--- src/rtl/fpmul_result_fifo.sv ---
// Result FIFO for the FP multiplier: special-value fixup on entry, sticky exception flags.
// Optional saturating exception counters are built when FPMUL_FLAG_COUNT_EN is defined.
module fpmul_result_fifo #(
  parameter int DEPTH = 4,
  parameter int CNT_W = 8
) (
  input  logic                     clk,
  input  logic                     rst,
  input  logic                     in_valid,
  output logic                     in_ready,
  input  logic [31:0]              in_y,
  input  logic                     in_u_flow,
  input  logic                     in_o_flow,
  output logic                     out_valid,
  input  logic                     out_ready,
  output logic [31:0]              out_y,
  output logic                     out_u_flow,
  output logic                     out_o_flow,
  output logic [$clog2(DEPTH):0]   level,
  output logic                     sticky_u,
  output logic                     sticky_o,
  input  logic                     clr_sticky
`ifdef FPMUL_FLAG_COUNT_EN
  ,
  output logic [CNT_W-1:0]         uflow_cnt,
  output logic [CNT_W-1:0]         oflow_cnt
`endif
);

  localparam int AW = $clog2(DEPTH);
  localparam int LW = AW + 1;
  localparam logic [LW-1:0] FULL_LVL = LW'(DEPTH);

  logic [31:0]   mem_y [DEPTH];
  logic          mem_u [DEPTH];
  logic          mem_o [DEPTH];
  logic [AW-1:0] wr_ptr;
  logic [AW-1:0] rd_ptr;
  logic [31:0]   fix_y;
  logic          push;
  logic          pop;
  logic          set_u;
  logic          set_o;

  assign in_ready  = (level != FULL_LVL);
  assign out_valid = (level != '0);
  assign push      = in_valid && in_ready;
  assign pop       = out_valid && out_ready;
  assign set_u     = push && in_u_flow;
  assign set_o     = push && in_o_flow;

  assign out_y      = mem_y[rd_ptr];
  assign out_u_flow = mem_u[rd_ptr];
  assign out_o_flow = mem_o[rd_ptr];

  // Overflow takes precedence over underflow when both flags arrive together.
  always_comb begin
    fix_y = in_y;
    if (in_o_flow)
      fix_y = {in_y[31], 8'hFF, 23'h0};
    else if (in_u_flow)
      fix_y = {in_y[31], 31'h0};
  end

  always_ff @(posedge clk) begin
    if (push) begin
      mem_y[wr_ptr] <= fix_y;
      mem_u[wr_ptr] <= in_u_flow;
      mem_o[wr_ptr] <= in_o_flow;
    end
  end

  // Pointer width equals log2(DEPTH), so natural rollover is the modulo wrap.
  always_ff @(posedge clk) begin
    if (rst) begin
      wr_ptr <= '0;
      rd_ptr <= '0;
      level  <= '0;
    end else begin
      if (push) wr_ptr <= wr_ptr + 1'b1;
      if (pop)  rd_ptr <= rd_ptr + 1'b1;
      case ({push, pop})
        2'b10:   level <= level + 1'b1;
        2'b01:   level <= level - 1'b1;
        default: level <= level;
      endcase
    end
  end

  // A flagged push in the same cycle as clr_sticky leaves the flag set.
  always_ff @(posedge clk) begin
    if (rst) begin
      sticky_u <= 1'b0;
      sticky_o <= 1'b0;
    end else if (clr_sticky) begin
      sticky_u <= set_u;
      sticky_o <= set_o;
    end else begin
      if (set_u) sticky_u <= 1'b1;
      if (set_o) sticky_o <= 1'b1;
    end
  end

`ifdef FPMUL_FLAG_COUNT_EN
  always_ff @(posedge clk) begin
    if (rst) begin
      uflow_cnt <= '0;
      oflow_cnt <= '0;
    end else if (clr_sticky) begin
      uflow_cnt <= {{(CNT_W-1){1'b0}}, set_u};
      oflow_cnt <= {{(CNT_W-1){1'b0}}, set_o};
    end else begin
      if (set_u && (uflow_cnt != '1)) uflow_cnt <= uflow_cnt + 1'b1;
      if (set_o && (oflow_cnt != '1)) oflow_cnt <= oflow_cnt + 1'b1;
    end
  end
`endif

endmodule

--- config.mk ---
export PLATFORM = sky130hd
export DESIGN_NAME = fpmul_result_fifo
export DESIGN_NICKNAME = d
export VERILOG_FILES = /design/src/rtl/fpmul_result_fifo.sv
export SDC_FILE = /design/constraint.sdc
export NUM_CORES = 1
export LEC_CHECK = 0
export CAP_MARGIN = 20
export CORE_MARGIN = 2
export CORE_UTILIZATION = 30
export CTS_CLUSTER_DIAMETER = 40
export CTS_CLUSTER_SIZE = 28
export DETAILED_ROUTE_END_ITERATION = 6
export GPL_ROUTABILITY_DRIVEN = 0
export PLACE_DENSITY_LB_ADDON = 0.08
export SYNTH_ARGS = -nofsm -noshare
export SYNTH_HDL_FRONTEND = slang
export SYNTH_SLANG_ARGS = --single-unit
--- constraint.sdc ---
create_clock -name clk -period 4.9 [get_ports clk]
set_input_delay 0.98 -clock clk [delete_from_list [all_inputs] [get_ports clk]]
set_output_delay 0.98 -clock clk [all_outputs]
set_load 0.02 [all_outputs]
; ---- After elaboration in Yosys (flattened, before gate mapping)
; Memory sizes are Yosys's and may differ from the RTL's. A register that Yosys moved wholly into a read port is not among the register bits.
; Cells that the tools add are included.
[word_totals]
mem_count = 3
ff_bits = 9
elab_cells = 38
ram_bits = 136
[classes]
n_addsub = 4
muxes = 15
eq_ne = 3
n_reduce_logical = 8
[mem_list]
columns = name, words, width, rd, rd_clocked_by_memory_dff, write_ports, line_no
row1 = mem_y, 4, 32, 1, 1, 1, 34  ; logic [31:0] mem_y [DEPTH];
row2 = mem_o, 4, 1, 1, 1, 1, 36  ; logic mem_o [DEPTH];
row3 = mem_u, 4, 1, 1, 1, 1, 35  ; logic mem_u [DEPTH];
[op_table]
columns = operator, count
row1 = two-way mux 31 bit, 2
row2 = two-way mux 2 bit, 6
row3 = two-way mux 1 bit, 6
row4 = one-hot mux 3 bit (2 select lines), 1
row5 = nonzero test 2 bit, 3
row6 = adder 2 x 1 -> 2 bit (second input constant), 2
row7 = logical AND 1 bit, 4
row8 = adder 3 x 1 -> 3 bit (second input constant), 1
row9 = inequality test 3 bit (second input constant), 1
row10 = nonzero test 3 bit, 1
row11 = subtractor 3 x 1 -> 3 bit (second input constant), 1
row12 = == test 2 x 1 -> 1 bit (second input constant), 1
row13 = == test 2 bit (second input constant), 1

; ---- Depth between registers and ports, before layout
[depth]
word_depth = 5
ltp_mapped = 10
depth_no_buf = 9

; ---- Least setup slack after synthesis
; Ideal clock, no wire load.
[synth_timing]
path_kind = reg-to-reg
start = reg level[2]
end = reg level[2]
t_arrival_ns = 2.370
path_buffers = 1
setup_slack_ns = 2.460
stages_incl_launch_ff = 11
cell_sequence = dfxtp_1 > or3b_1 > buf_6 > and2_4 > inv_1 > ha_1 > inv_1 > fa_1 > xor2_1 > or3_1 > a21oi_1
[synth_via]
elab_chain_len = 4
elab_cells_between_ends = 10
classes_between = 2 x add/sub / 3 x eq/ne / 1 x mux / 4 x reduce/logical
[synth_rtl]
columns = element, line_no
row1 = start: declaration, 19  ; output logic [$clog2(DEPTH):0] level,
row2 = start signal: assignment, 83  ; 2'b10: level <= level + 1'b1;
row3 = start signal: assignment, 84  ; 2'b01: level <= level - 1'b1;
row4 = start signal: assignment, 85  ; default: level <= level;
row5 = inequality test 3 bit (*), 45  ; assign in_ready = (level != FULL_LVL);
row6 = net in_ready, 10  ; output logic in_ready,
row7 = logical AND 1 bit (*), 47  ; assign push = in_valid && in_ready;
row8 = == test 2 x 1 -> 1 bit / == test 2 bit (equally long branches), 82  ; case ({push, pop})
row9 = one-hot mux 3 bit (2 select lines) / nonzero test 2 bit (equally long branches), -
; The timed path passes the listed nets; every way through them passes the cells marked *.
; A chain may end at the register's enable or synchronous reset.

==> impl_metrics.toml <==
[place]
dp.final_hpwl_mm = 6.14
io_buffers = 79
dpl.cell_count = 575

[global_route]
grt_pass1_wl_mm = 17.5
overflow = 0
grt_pass1_vias = 3116
grt_max_degree = 35
use_met2_pct = 19.4
antenna_found_initial = 1
top_usage_layer = "met2"
met3_usage_pct = 4.22
grt_use_met1_pct = 15.3
grt_usage_pct = 12.1

[setup_path]
crit_slowest_cell = "dfxtp_4"
endpoint_kind = "primary output"
path_buf_inv = 1
cp_max_fo = 34
crit_chain = "mux4_2 > clkdlybuf4s50_1"
worstSetupStartpointType = "register"
cp_top_family = "flip-flops"
critPathRequiredTime_ns = 3.92
max_stage_delay_ns = 0.83
critPathKind = "reg2out"
arrival_ns = 2.45

[die]
start_util_pct = 30.5
dieArea_um2 = 20000
coreArea_um2 = 18600
die_w_um = 142
rows = 50
die_y_um = 142
io_pins = 80

[timing]
max_freq_ghz = 0.292
max_slew_margin_pct = 32.5
rsz0062_at_grt = "no"
period_minus_slack_ns = 3.43
hold_violations = 0
tightest_slew_ns = 1.01
slew_violations = 0
finalSetupViolCount = 0
fin_skew_ns = 0.00464
fin_crit_sh_pct = 70.0
final.setup.tns_ns = 0

[clock_network]
cts_setup_buffers = 0
tritoncts = "done"
cts.sinks = 147
ctsHoldBuffers = 0
cts_max_path_buffers = 2
cts-root-buf = "clkbuf_16"
cts-htree-levels = 4
ctsResizeCount = 0
cts.reportedPaths.clkPinSlew_ns = 0.06
clk_latency_ns = 0.42
cts_made_buffers = 17

[drt]
firstDrtPassIters = 4
dr_total_vias = 2802
wire_per_inst_um = 18.5
viasPerCell = 4.62
wl_mm = 11.2
first_iter_violations = 134
drc = 0
drtAntennaViolNets = 0

[pwr]
power_density_nw_per_um2 = 542
max-vdd-ir-drop_v = 0.000246
total_power_w = 0.00397
power.leakage_nw = 2.41

[synthesis]
synth_commonest_cells = "edfxtp_1 (136), mux4_2 (34), and2_1 (23)"
synth.distinct_cells = 28
synth_most_common_cell = "edfxtp_1"
yosysTopAreaCellShare_pct = 71.9
yosys.area.top_type = "edfxtp_1"
syn_area_per_cell_um2 = 20.7
syn_inst = 274
synthTopCellsByArea = "edfxtp_1 (72%), mux4_2 (13%), dfxtp_1 (3.9%)"
yosysWarnings = 0
synth.ff_latch_count = 147
synth_ff_type = "edfxtp_1"
synth_enable_flop_cells = 136
async_flop_share_pct = 0
syn-cell-area_um2 = 5680
ys_seq_area_share_pct = 75.8
synthesis.nets = 319

[cells_and_area]
fill_cells = 1729
fin_util_pct = 39.3
diodes = 0
fin_nets = 405
layout-drive-gt1-share_pct = 20.6
synthToLayoutAreaGrowth_pct = 29.1
finalNonFillerCells = 607

[run_status]
status = "complete, no violations"

[flow_run]
maxCapViolations = 0

[hold_path]
min_path_type = "reg2reg"
[worst min-delay path, cell delays in order (launching register included)]
cell,delay [ns]
dfxtp_1,0.31
nand2b_1,0.06
a21oi_1,0.05
[metal layers]
| metal | share of wire, % | vias up |
|---|---|---|
| met1 | 45 | 1453 |
| met3 | 4.5 | 15 |
| met5 | 0.12 | - |
| li1 | - | 1266 |
| met4 | 1.3 | 2 |
| met2 | 49 | 66 |
[path summary, 6_finish.rpt]
kind	from	cells after the start	end	slack, ns
worst min-delay path	sticky_u$_SDFFE_PP0P_	2	sticky_u$_SDFFE_PP0P_	0.47
worst max register to register	level[2]$_SDFFE_PP0P_	9	level[2]$_SDFFE_PP0P_	2.42
worst max-delay path	register	2	out_y[2]	1.47
worst min register to register	sticky_u$_SDFFE_PP0P_	2	sticky_u$_SDFFE_PP0P_	0.47
[kinds of logic after synthesis]
group / after synthesis / synth area share (%)
flip-flops: 147 / 75.8
AND/OR/NAND/NOR: 46 / 4.83
multiplexers: 36 / 13.9
buffers and inverters: 20 / 1.54
AO/OA/AOI/OAI: 15 / 1.83
adder cells (fa/ha/maj): 6 / 1.45
XOR/XNOR: 4 / 0.617
[power by group]
part / internal [W] / switching, W / leakage (nW)
registers: 0.00152 / 0.000140 / 1.36
logic: 0.000527 / 0.000439 / 0.764
clock network: 0.000848 / 0.000499 / 0.292
total: 0.00289 / 0.00108 / 2.41
[flip-flops by register name (all words and copies together), names as in the netlist, named ones only]
name      flops
wr_ptr        2
mem_y       128
mem_u         4
sticky_u      1
level         3
sticky_o      1
rd_ptr        2
mem_o         4
[placed cells by master, fill, tap and decap left out, types with 5 or more instances in the layout]
cell	synthesis	layout
a21o_1	8	8
and2_1	23	23
clkbuf_16	0	17
clkdlybuf4s50_1	0	79
dfxtp_1	11	9
edfxtp_1	136	136
ha_1	5	5
inv_1	7	7
mux4_2	34	34
nor2_1	9	8
[cell type report]
class / instances / area (µm²) / share of cell area, %
tap: 234 / 293 / 3.99
clock inverter: 14 / 188 / 2.56
inverter: 7 / 26.3 / 0.358
sequential: 147 / 4310 / 58.8
clock buffer: 18 / 429 / 5.85
multi-input combinational: 107 / 1290 / 17.6
timing repair buffer: 80 / 798 / 10.9
[metrics by stage]
step / hold slack (ns) / setup WS (ns) / cell area, µm²
global route: 0.508 / 1.31 / 7330
CTS: 0.477 / 1.37 / 7330
finish: 0.472 / 1.47 / 7330
global placement: 0.461 / 1.84 / 6720
floorplan: 0.481 / 2.46 / 5680
detailed placement: 0.465 / 1.83 / 6720
Note: power is estimated with default switching activity, not from simulation.
